===== src/rtl/ntt_addr_gen_pkg.sv =====
// Shared sizes, FSM encoding and index helpers for the NTT address sequencer.
// N = 2^LOGN coefficients spread over four banks of 2^ADDR_W words.
package ntt_addr_gen_pkg;
    localparam int LOGN      = 11;
    localparam int ADDR_W    = LOGN - 2;
    localparam int PIPE_LAT  = 8;
    localparam int NUM_LANES = 4;
    localparam int STAGE_W   = 4;
    localparam int TW_W      = LOGN - 1;
    localparam int GCNT_W    = $clog2(PIPE_LAT);

    typedef enum logic [1:0] {ST_IDLE, ST_RUN, ST_GAP, ST_DONE} state_t;

    typedef struct packed {
        logic [1:0]        idx;
        logic [ADDR_W-1:0] addr;
    } bank_loc_t;

    // Second butterfly bit: the next stage up, except on the last stage.
    function automatic logic [STAGE_W-1:0] partner_bit(input logic [STAGE_W-1:0] s);
        return (s < STAGE_W'(LOGN - 1)) ? s + STAGE_W'(1) : s - STAGE_W'(1);
    endfunction

    function automatic logic [LOGN-1:0] insert_two_zeros(input logic [ADDR_W-1:0]  c,
                                                         input logic [STAGE_W-1:0] s,
                                                         input logic [STAGE_W-1:0] t);
        logic [LOGN-1:0]   r;
        logic [ADDR_W-1:0] rem;
        r   = '0;
        rem = c;
        for (int j = 0; j < LOGN; j++) begin
            if (j != int'(s) && j != int'(t)) begin
                r[j] = rem[0];
                rem  = rem >> 1;
            end
        end
        return r;
    endfunction

    // Even-position parity picks bank bit 0, odd-position parity bank bit 1.
    function automatic logic [1:0] bank_of(input logic [LOGN-1:0] j);
        logic [1:0] b;
        b = '0;
        for (int k = 0; k < LOGN; k++) begin
            if (k % 2 == 0) b[0] = b[0] ^ j[k];
            else            b[1] = b[1] ^ j[k];
        end
        return b;
    endfunction
endpackage


===== src/rtl/ntt_addr_gen_if.sv =====
// Control and address bus between the NTT sequencer and the banked memory wrapper.
interface ntt_addr_gen_if import ntt_addr_gen_pkg::*; ();
    logic               start;
    logic               en;
    logic               busy;
    logic               done;
    logic [STAGE_W-1:0] stage;
    logic               ren;
    logic               wen;
    logic [1:0]         newadd0_idx, newadd1_idx, newadd2_idx, newadd3_idx;
    logic [ADDR_W-1:0]  newadd0, newadd1, newadd2, newadd3;
    logic [TW_W-1:0]    tw0_exp, tw1_exp;

    modport master (
        input  start, en,
        output busy, done, stage, ren, wen,
        output newadd0_idx, newadd1_idx, newadd2_idx, newadd3_idx,
        output newadd0, newadd1, newadd2, newadd3,
        output tw0_exp, tw1_exp
    );

    modport slave (
        output start, en,
        input  busy, done, stage, ren, wen,
        input  newadd0_idx, newadd1_idx, newadd2_idx, newadd3_idx,
        input  newadd0, newadd1, newadd2, newadd3,
        input  tw0_exp, tw1_exp
    );
endinterface


===== src/rtl/ntt_bank_map.sv =====
// Coefficient index -> {bank, in-bank address}; bijective over 0..N-1.
module ntt_bank_map
    import ntt_addr_gen_pkg::*;
(
    input  logic [LOGN-1:0] index,
    output bank_loc_t       loc
);
    assign loc.idx  = bank_of(index);
    assign loc.addr = index[LOGN-1:2];
endmodule


===== src/rtl/ntt_addr_gen.sv =====
// Per-cycle four-lane address sequencer for a forward NTT with drain gaps between stages.
// The next group is formed combinationally so it is registered in the same edge that issues it.
module ntt_addr_gen
    import ntt_addr_gen_pkg::*;
(
    input  logic           clk,
    input  logic           rstn,
    ntt_addr_gen_if.master bus
);
    state_t                           state;
    logic [STAGE_W-1:0]               stage_q, grp_stage, grp_t;
    logic [ADDR_W-1:0]                cnt, grp_cnt;
    logic [GCNT_W-1:0]                gcnt;
    logic                             busy_q, done_q, ren_q;
    logic [LOGN-1:0]                  base, s_bit, t_bit, tw_mask;
    logic [NUM_LANES-1:0][LOGN-1:0]   lane_ix;
    bank_loc_t [NUM_LANES-1:0]        lane_loc, loc_q;
    logic [TW_W-1:0]                  tw0_nxt, tw1_nxt, tw0_q, tw1_q;

    // Stage/count of the group that would be issued at the coming edge.
    always_comb begin
        grp_stage = stage_q;
        grp_cnt   = cnt + ADDR_W'(1);
        case (state)
            ST_IDLE: begin
                grp_stage = '0;
                grp_cnt   = '0;
            end
            ST_GAP: begin
                grp_stage = (stage_q == STAGE_W'(LOGN - 1)) ? '0 : stage_q + STAGE_W'(1);
                grp_cnt   = '0;
            end
            default: ;
        endcase
        grp_t   = partner_bit(grp_stage);
        base    = insert_two_zeros(grp_cnt, grp_stage, grp_t);
        s_bit   = LOGN'(1) << grp_stage;
        t_bit   = LOGN'(1) << grp_t;
        tw_mask = s_bit - LOGN'(1);
        lane_ix[0] = base;
        lane_ix[1] = base | s_bit;
        lane_ix[2] = base | t_bit;
        lane_ix[3] = base | t_bit | s_bit;
        // Bit t of base is zero, so base + 2^t is a plain OR.
        tw0_nxt = TW_W'((base & tw_mask) << (TW_W - int'(grp_stage)));
        tw1_nxt = TW_W'(((base | t_bit) & tw_mask) << (TW_W - int'(grp_stage)));
    end

    for (genvar l = 0; l < NUM_LANES; l++) begin : g_lane
        ntt_bank_map u_map (.index(lane_ix[l]), .loc(lane_loc[l]));
    end

    always_ff @(posedge clk or negedge rstn) begin
        if (!rstn) begin
            state   <= ST_IDLE;
            stage_q <= '0;
            cnt     <= '0;
            gcnt    <= '0;
            busy_q  <= 1'b0;
            done_q  <= 1'b0;
            ren_q   <= 1'b0;
            loc_q   <= '0;
            tw0_q   <= '0;
            tw1_q   <= '0;
        end else begin
            done_q <= 1'b0;
            ren_q  <= 1'b0;
            case (state)
                ST_IDLE: if (bus.start) begin
                    state   <= ST_RUN;
                    stage_q <= '0;
                    cnt     <= '0;
                    busy_q  <= 1'b1;
                    ren_q   <= 1'b1;
                    loc_q   <= lane_loc;
                    tw0_q   <= tw0_nxt;
                    tw1_q   <= tw1_nxt;
                end
                ST_RUN: if (bus.en) begin
                    if (cnt == '1) begin
                        state <= ST_GAP;
                        gcnt  <= '0;
                    end else begin
                        cnt   <= grp_cnt;
                        ren_q <= 1'b1;
                        loc_q <= lane_loc;
                        tw0_q <= tw0_nxt;
                        tw1_q <= tw1_nxt;
                    end
                end
                ST_GAP: begin
                    if (gcnt == GCNT_W'(PIPE_LAT - 1)) begin
                        if (stage_q == STAGE_W'(LOGN - 1)) begin
                            state  <= ST_DONE;
                            done_q <= 1'b1;
                        end else begin
                            state   <= ST_RUN;
                            stage_q <= grp_stage;
                            cnt     <= '0;
                            ren_q   <= 1'b1;
                            loc_q   <= lane_loc;
                            tw0_q   <= tw0_nxt;
                            tw1_q   <= tw1_nxt;
                        end
                    end else begin
                        gcnt <= gcnt + GCNT_W'(1);
                    end
                end
                ST_DONE: begin
                    state  <= ST_IDLE;
                    busy_q <= 1'b0;
                end
                default: state <= ST_IDLE;
            endcase
        end
    end

    assign bus.busy        = busy_q;
    assign bus.done        = done_q;
    assign bus.stage       = stage_q;
    assign bus.ren         = ren_q;
    assign bus.wen         = ren_q;
    assign bus.newadd0_idx = loc_q[0].idx;
    assign bus.newadd1_idx = loc_q[1].idx;
    assign bus.newadd2_idx = loc_q[2].idx;
    assign bus.newadd3_idx = loc_q[3].idx;
    assign bus.newadd0     = loc_q[0].addr;
    assign bus.newadd1     = loc_q[1].addr;
    assign bus.newadd2     = loc_q[2].addr;
    assign bus.newadd3     = loc_q[3].addr;
    assign bus.tw0_exp     = tw0_q;
    assign bus.tw1_exp     = tw1_q;
endmodule


===== src/flat_wrapper.sv =====
// flat-port wrapper written by rule: the top's interface ports become plain ports
module ntt_addr_gen_flat import ntt_addr_gen_pkg::*;
  (clk, rstn, bus_start, bus_en, bus_busy, bus_done, bus_stage, bus_ren, bus_wen, bus_newadd0_idx, bus_newadd1_idx, bus_newadd2_idx, bus_newadd3_idx, bus_newadd0, bus_newadd1, bus_newadd2, bus_newadd3, bus_tw0_exp, bus_tw1_exp);
  ntt_addr_gen_if bus_i ();
  input  logic clk;
  input  logic rstn;
  input wire logic [$bits(bus_i.start)-1:0] bus_start;
  input wire logic [$bits(bus_i.en)-1:0] bus_en;
  output wire logic [$bits(bus_i.busy)-1:0] bus_busy;
  output wire logic [$bits(bus_i.done)-1:0] bus_done;
  output wire logic [$bits(bus_i.stage)-1:0] bus_stage;
  output wire logic [$bits(bus_i.ren)-1:0] bus_ren;
  output wire logic [$bits(bus_i.wen)-1:0] bus_wen;
  output wire logic [$bits(bus_i.newadd0_idx)-1:0] bus_newadd0_idx;
  output wire logic [$bits(bus_i.newadd1_idx)-1:0] bus_newadd1_idx;
  output wire logic [$bits(bus_i.newadd2_idx)-1:0] bus_newadd2_idx;
  output wire logic [$bits(bus_i.newadd3_idx)-1:0] bus_newadd3_idx;
  output wire logic [$bits(bus_i.newadd0)-1:0] bus_newadd0;
  output wire logic [$bits(bus_i.newadd1)-1:0] bus_newadd1;
  output wire logic [$bits(bus_i.newadd2)-1:0] bus_newadd2;
  output wire logic [$bits(bus_i.newadd3)-1:0] bus_newadd3;
  output wire logic [$bits(bus_i.tw0_exp)-1:0] bus_tw0_exp;
  output wire logic [$bits(bus_i.tw1_exp)-1:0] bus_tw1_exp;
  assign bus_i.start = bus_start;
  assign bus_i.en = bus_en;
  assign bus_busy = bus_i.busy;
  assign bus_done = bus_i.done;
  assign bus_stage = bus_i.stage;
  assign bus_ren = bus_i.ren;
  assign bus_wen = bus_i.wen;
  assign bus_newadd0_idx = bus_i.newadd0_idx;
  assign bus_newadd1_idx = bus_i.newadd1_idx;
  assign bus_newadd2_idx = bus_i.newadd2_idx;
  assign bus_newadd3_idx = bus_i.newadd3_idx;
  assign bus_newadd0 = bus_i.newadd0;
  assign bus_newadd1 = bus_i.newadd1;
  assign bus_newadd2 = bus_i.newadd2;
  assign bus_newadd3 = bus_i.newadd3;
  assign bus_tw0_exp = bus_i.tw0_exp;
  assign bus_tw1_exp = bus_i.tw1_exp;
  ntt_addr_gen u_core (.clk(clk), .rstn(rstn), .bus(bus_i));
endmodule

===== config.mk =====
export PLATFORM = sky130hd
export DESIGN_NAME = ntt_addr_gen_flat
export DESIGN_NICKNAME = d
export VERILOG_FILES = /design/src/rtl/ntt_addr_gen_pkg.sv /design/src/rtl/ntt_addr_gen_if.sv /design/src/rtl/ntt_bank_map.sv /design/src/rtl/ntt_addr_gen.sv /design/src/flat_wrapper.sv
export SDC_FILE = /design/constraint.sdc
export NUM_CORES = 1
export LEC_CHECK = 0
export CAP_MARGIN = 20
export CORE_MARGIN = 3
export CORE_UTILIZATION = 55
export CTS_BUF_LIST = sky130_fd_sc_hd__clkbuf_2
export DETAILED_ROUTE_END_ITERATION = 8
export GPL_TIMING_DRIVEN = 0
export HOLD_SLACK_MARGIN = 0.15
export MAX_ROUTING_LAYER = met4
export PLACE_DENSITY_LB_ADDON = 0.1
export RECOVER_POWER = 100
export SLEW_MARGIN = 0
export SYNTH_ARGS = -nofsm -noshare
export SYNTH_HDL_FRONTEND = slang
export SYNTH_SLANG_ARGS = --single-unit

===== constraint.sdc =====
create_clock -name clk -period 15.7 [get_ports clk]
set_input_delay 3.14 -clock clk [delete_from_list [all_inputs] [get_ports clk]]
set_output_delay 3.14 -clock clk [all_outputs]
set_load 0.01 [all_outputs]

=== Word-level counts from Yosys, hierarchy flattened ===
Index checks and enable logic that the tools add are counted.

* Word-level logic and storage cells: 201
* Flip-flop bits (word level): 85
* Output and inout bits: 72
* Input bits: 4

* Multiplexer cells: 74
* Add/subtract/negate cells: 7
* Reductions and logical operators: 24
* Bitwise logic cells: 41
* Magnitude comparators: 1
* Shift-type cells: 4
* Eq/ne operators: 33

{| class="wikitable"
|+ Operators by type and width
! operator !! count
|-
| $mux W44 || 5
|-
| $pmux W44 S3 || 1
|-
| $mux W10 || 10
|-
| $mux W9 || 8
|-
| $shl A11 B32 Y10 || 2
|-
| $pmux W10 S3 || 2
|-
| $ne A4 B4 Y1 const A || 14
|-
| $xor A1 B1 Y1 || 36
|-
| $or A11 B11 Y11 || 3
|-
| $pmux W9 S3 || 1
|-
| $mux W4 || 6
|-
| $and A11 B11 Y11 || 2
|-
| $shl A1 B4 Y11 const A || 2
|-
| $mux W1 || 21
|-
| $ne A3 B4 Y1 const A || 4
|-
| $pmux W4 S2 || 2
|-
| $mux W2 || 6
|-
| $mux W3 || 4
|-
| $reduce_and A4 Y1 || 3
|-
| $logic_and A1 B1 Y1 || 11
|-
| $sub A11 B1 Y11 const B || 1
|-
| $ne A2 B2 Y1 const B || 5
|-
| $add A9 B1 Y9 const B || 1
|-
| $eq A9 B9 Y1 const B || 1
|-
| other kinds (26) || 33
|}

=== Longest topological paths before layout ===
* Word-level depth: 28
* Gate-level depth with buffers: 30
* Depth with buffers taken out: 24

=== Modules after synthesis ===
Synthesis repeated with hierarchy kept, for this count alone.

* Cells, all modules: 896
* Area, all modules: 7204.4 µm²

{| class="wikitable"
|+ By module, submodules not included
! module !! cells each !! instances !! seq. area each (µm²) !! area each (µm²)
|-
| ntt_addr_gen || 832 || 1 || 2127.0 || 6548.8
|-
| ntt_bank_map || 16 || 4 || 0.0 || 163.9
|}

=== Worst setup path before layout ===
Ideal clock, no wire load.

* Path kind: register -> register
* Start point: register u_core.stage_q[0], in the netlist u_core.bus.stage[0]
* End point: register u_core.loc_q (netlist bit u_core.bus.newadd2_idx[0])
* Data arrival time: 6375 ps
* Stages on the path, launching flop included: 28
* Data required time: 15618 ps
* Path buffers: 6
* Slack: 9243 ps
* Path through: dfrtp_1 inv_1 ha_1 and3b_1 buf_6 o31ai_4 inv_2 clkbuf_1 ha_1 nor3_2 a21oi_1 ha_1 clkbuf_1 nor3_1 nor2_1 and2_1 buf_2 nor3_2 o32a_1 buf_4 clkbuf_1 a211oi_1 nor4_4 nor4_4 or3_2 xnor2_1 or3_1 a31oi_1

* Longest elaborated chain between the ends: 23

{| class="wikitable"
|+ RTL lines
! item !! line !! source
|-
| start, declared || ntt_addr_gen.sv:11 || <nowiki>logic [STAGE_W-1:0] stage_q, grp_stage, grp_t;</nowiki>
|-
| start signal, assigned || ntt_addr_gen.sv:98 || <nowiki>stage_q <= grp_stage;</nowiki>
|-
| $add A4 B1 Y4 or $eq A4 B4 Y1 (tied branches) || ntt_addr_gen.sv:30, ntt_addr_gen.sv:93 ||
|-
| $mux W4 || ntt_addr_gen.sv:30 || <nowiki>grp_stage = (stage_q == STAGE_W'(LOGN - 1)) ? '0 : stage_q + STAGE_W'(1);</nowiki>
|-
| $pmux W4 S2 || ntt_addr_gen.sv:24 || <nowiki>case (state)</nowiki>
|-
| $sub A4 B1 Y4 (tied with other cells) || ntt_addr_gen_pkg.sv:21 || <nowiki>return (s < STAGE_W'(LOGN - 1)) ? s + STAGE_W'(1) : s - STAGE_W'(1);</nowiki>
|-
| $mux W4 || ntt_addr_gen_pkg.sv:21 ||
|-
| $reduce_bool A4 Y1 || ntt_addr_gen_pkg.sv:32 || <nowiki>if (j != int'(s) && j != int'(t)) begin</nowiki>
|-
| $logic_and A1 B1 Y1 || ntt_addr_gen_pkg.sv:32 ||
|-
| $mux W9 (2 in series) || ntt_addr_gen_pkg.sv:32 ||
|-
| [5 not listed] || - ||
|-
| $mux W3 || ntt_addr_gen_pkg.sv:32 ||
|-
| $mux W2 || ntt_addr_gen_pkg.sv:32 ||
|-
| $mux W1 (2 in series) || ntt_addr_gen_pkg.sv:32 ||
|-
| $or A11 B11 Y11 || ntt_addr_gen.sv:42 || <nowiki>lane_ix[2] = base | t_bit;</nowiki>
|-
| $xor A1 B1 Y1 || ntt_addr_gen_pkg.sv:45 || <nowiki>if (k % 2 == 0) b[0] = b[0] ^ j[k];</nowiki>
|-
| $mux W44, on equally long branches || ntt_addr_gen.sv:93, ntt_addr_gen.sv:80 ||
|-
| $mux W44, on equally long branches || ntt_addr_gen.sv:92, ntt_addr_gen.sv:79 ||
|-
| $pmux W44 S3 || ntt_addr_gen.sv:68 || <nowiki>case (state)</nowiki>
|-
| end signal, assigned || ntt_addr_gen.sv:75 || <nowiki>loc_q <= lane_loc;</nowiki>
|-
| end signal, assigned || ntt_addr_gen.sv:86 || <nowiki>loc_q <= lane_loc;</nowiki>
|-
| end signal, assigned || ntt_addr_gen.sv:101 || <nowiki>loc_q <= lane_loc;</nowiki>
|-
| end, declared || ntt_addr_gen.sv:17 || <nowiki>bank_loc_t [NUM_LANES-1:0] lane_loc, loc_q;</nowiki>
|}

Parallel ways exist; a longest one is shown, timed or not. The select of a mux whose other input is x is not followed.
A chain may end at the register's enable or synchronous reset.

=== Final worst setup path ===
* Start point: register u_core.stage_q[0], in the netlist u_core.bus.stage[0]
* End point: register u_core.loc_q (netlist bit u_core.bus.newadd3_idx[1])

* Longest elaborated chain between the ends: 23

{| class="wikitable"
|+ RTL lines
! item !! line !! source
|-
| $add A4 B1 Y4 or $eq A4 B4 Y1 (tied branches) || ntt_addr_gen.sv:30, ntt_addr_gen.sv:93 ||
|-
| $mux W4 || ntt_addr_gen.sv:30 ||
|-
| $pmux W4 S2 || ntt_addr_gen.sv:24 ||
|-
| $sub A4 B1 Y4 (tied with other cells) || ntt_addr_gen_pkg.sv:21 ||
|-
| $mux W4 || ntt_addr_gen_pkg.sv:21 ||
|-
| $reduce_bool A4 Y1 || ntt_addr_gen_pkg.sv:32 ||
|-
| $logic_and A1 B1 Y1 || ntt_addr_gen_pkg.sv:32 ||
|-
| $mux W9 (2 in series) || ntt_addr_gen_pkg.sv:32 ||
|-
| [5 not listed] || - ||
|-
| $mux W3 || ntt_addr_gen_pkg.sv:32 ||
|-
| $mux W2 || ntt_addr_gen_pkg.sv:32 ||
|-
| $mux W1 || ntt_addr_gen_pkg.sv:32 ||
|-
| $or A11 B11 Y11 (2 in series) || ntt_addr_gen.sv:43 || <nowiki>lane_ix[3] = base | t_bit | s_bit;</nowiki>
|-
| $xor A1 B1 Y1 || ntt_addr_gen_pkg.sv:46 || <nowiki>else b[1] = b[1] ^ j[k];</nowiki>
|-
| $mux W44, on equally long branches || ntt_addr_gen.sv:93, ntt_addr_gen.sv:80 ||
|-
| $mux W44, on equally long branches || ntt_addr_gen.sv:92, ntt_addr_gen.sv:79 ||
|-
| $pmux W44 S3 || ntt_addr_gen.sv:68 ||
|}

Parallel ways exist; a longest one is shown, timed or not. The select of a mux whose other input is x is not followed.

==> flow_summary.ini <==
[floorplanning]
die_w_um = 119
core_um2 = 12200
start_util = 0.573
io_pins = 76
dieArea_um2 = 14100
fp-row-count = 40
die_y_um = 119

[clock_network]
worstSkewPairLatency_ns = 0.61
post_cts_buffers = 0
ctsResizeCount = 0
htree_levels = 3
cts_tree = built
cts-buffers-inserted = 9
postCtsHoldBufs = 0
cts_buffer_depth = 2
root_buffer = clkbuf_2
cts.clk_slew.worst_paths_ns = 0.22
clock_sinks = 85

[timing]
slew_violations = 81
maxSlewHeadroom = -1.41
period_minus_slack_ns = 10.27
tightest_slew_ns = 3.61
finalClockSkew_ns = 0.0269
fmax_mhz = 97.4
rsz0062_at_grt = false
fin_crit_sh = 0.654
setup-tns-final_ns = 0
final-setup-viol-count = 0
fin_hold_ws_ns = 0.491
hold_viol = 0

[synthesis]
yosysSeqAreaShare = 0.304
syn-cell-area_um2 = 6990
ys_seq_elements = 85
synthesis.nets = 905
yosysWarnings = 0
synth_cells = 886
yosysUniqueCellTypes = 82
yosys_most_used_dff = dfrtp_1
async_flop_share = 1.00
synth_edf_count = 0
avgSynthCellArea_um2 = 7.89

[placed_design]
gp_congestion = 1.05
post-place-cells = 1131
io_buffer_count = 75
hpwl_um = 17700

[grt]
grt-ovfl-total = 0
grt_usage = 0.335
grt_pass1_vias = 6749
antenna_found_initial = 0
grt_max_degree = 72
grt_pass1_wl_um = 36500

[power_and_ir_drop]
p_seq_frac = 0.361
swShare = 0.401
vdd_drop_max_uv = 74.2
finalPower_mw = 0.761
leakage_nw = 3.32
p_per_area_nw_per_um2 = 95.3
internal_power_mw = 0.455
p_switching_mw = 0.305
clockPowerShare = 0.176
p_comb_frac = 0.463

[setup_path]
path_max_fanout = 11
setup.worst_path.end_class = flip-flop
cp-start-kind = flip-flop
path_common_cell = clkbuf_1
crit_slowest_cell = o21ai_0
critPathKind = flip-flop to flip-flop
critPathArrivalTime_ns = 10.77
cp.required_ns = 16.20
max_stage_delay_ns = 1.22

[route]
wl_per_cell_um = 19.8
wl_met1_um = 9890
drt_iter0_drc = 960
top_layer_used = met4
vias_per_cell = 6.42
drc = 0
wl_met2_um = 9820
ant_nets = 0
dr.pass1.iters = 5
vias = 7352
routed-wl-met3_um = 2350
wl_um = 22700

[finish]
instances_no_fill = 1146
antenna_cells = 0
nets = 993
drive_above_1_share = 0.0746
syn_to_final_growth_pct = 14.2

[outcome]
status = finished with violations
violations = capacitance limit, slew limit

[worst_hold_path]
min_path_type = flip-flop to flip-flop

[job]
drv_cap = 2
## cell usage after synthesis (6+ instances only)
library cell	instances	area, um2
o21ai_1	11	55.1
or3_1	6	37.5
buf_4	6	45.0
nand3_1	27	135
o21ai_0	55	275
nor3_1	42	210
mux2i_1	9	90.1
ha_1	15	188
nor2b_1	9	56.3
o22ai_1	11	68.8
a31oi_1	23	144
nor3_2	10	100
o31ai_1	8	60.1
o211ai_1	15	113
inv_1	9	33.8
nand4_1	7	43.8
a21o_1	8	60.1
a21oi_1	53	265
nand2_1	130	488
o32ai_1	7	61.3
and3_1	7	43.8
buf_2	10	50.1
xnor2_1	35	307
dfrtp_1	85	2130
a211oi_1	10	75.1
nor2_1	112	420
and2_1	6	37.5
clkbuf_1	37	139
mux2_2	11	124
## stage by stage
stage | cell area (um2) | setup slack [ns] | utilization
after floorplan | 6990 | 9.24 | -
after global placement | 7960 | 7.56 | 0.651
after detailed placement | 7990 | 7.52 | 0.654
after CTS | 8130 | 7.47 | 0.665
after global routing | 7980 | 4.95 | 0.654
final | 7980 | 5.43 | 0.654
## layout by cell type (no fill, tap or decap), types with 11 or more instances in the layout
cell type	n
dfrtp_1	85
o22ai_1	12
o211ai_1	16
nor3_1	44
a31oi_1	23
o21ai_0	64
dlygate4sd3_1	74
ha_1	15
xnor2_1	35
a211oi_1	12
a21oi_1	53
nand3_1	27
nor2_1	113
clkbuf_1	43
nand2_1	130
inv_1	11
## worst paths after layout
| check | from | end | slack [ns] | cells after the start |
|---|---|---|---|---|
| min in group asynchronous | rstn | u_core.cnt[8] | 2.58 | 1 |
| hold reg to reg | u_core.bus.newadd0[5] | u_core.bus.newadd0[5] | 0.49 | 2 |
| hold / removal | u_core.bus.newadd0[5] | u_core.bus.newadd0[5] | 0.49 | 2 |
| max in group asynchronous | rstn | u_core.bus.newadd1[5] | 9.27 | 2 |
| setup reg to reg | u_core.bus.stage[0] | u_core.bus.newadd3_idx[1] | 5.43 | 28 |
| setup / recovery | u_core.bus.stage[0] | u_core.bus.newadd3_idx[1] | 5.43 | 28 |
## sequential cells by signal (all words and copies together), names as in the netlist, 3 cells and up
signal	cells
u_core.bus.newadd0	9
u_core.bus.tw1_exp	10
u_core.bus.tw0_exp	10
u_core.bus.newadd3	9
u_core.bus.newadd1	9
u_core.gcnt	3
u_core.cnt	9
u_core.bus.newadd2	9
u_core.bus.stage	4
## area by class of cell
| type | instances | area (um2) |
|---|---|---|
| repair buffers | 77 | 756 |
| plain buffers | 58 | 262 |
| multi-input cells | 730 | 4440 |
| clock buffers | 9 | 45.0 |
| fillers | 1159 | 4230 |
| flip-flops and latches | 85 | 2130 |
| well taps | 168 | 210 |
| clock inverters | 6 | 93.8 |
| inverters | 13 | 48.8 |
## routing by layer
metal  up-vias  track usage
li1       3423            -
met1      3477        0.476
met2       397        0.471
met3        55       0.0789
met4         0        0.109
met5         -            -
## power by group through the flow
stage / sequential (mW) / combinational, mW / clock, mW
2_1_floorplan: 0.291 / 0.214 / 0
3_3_place_gp: 0.280 / 0.356 / 0
3_5_place_dp: 0.280 / 0.363 / 0
4_1_cts: 0.276 / 0.364 / 0.135
5_1_grt: 0.280 / 0.379 / 0.145
6_report: 0.275 / 0.352 / 0.134
## worst max-delay path: cells and delay by family, from the launching register on
kind            cells  cell delay [ns]
buf+inv             8             2.27
compound gates      7             3.15
fa+ha+maj           3             0.90
xor+xnor            3             0.93
simple gates        7             2.33
flops               1             0.58
## logic make-up after synthesis
logic type | Yosys count | share of synthesized area
xor gates and xnor gates | 41 | 0.0533
AOI/OAI and AO/OA | 268 | 0.274
and+or+nand+nor | 386 | 0.265
muxes | 20 | 0.0306
adders and majority gates | 15 | 0.0268
DFF | 85 | 0.304
buffers and inverters | 71 | 0.0463
Note: power is estimated with default switching activity, not from simulation.
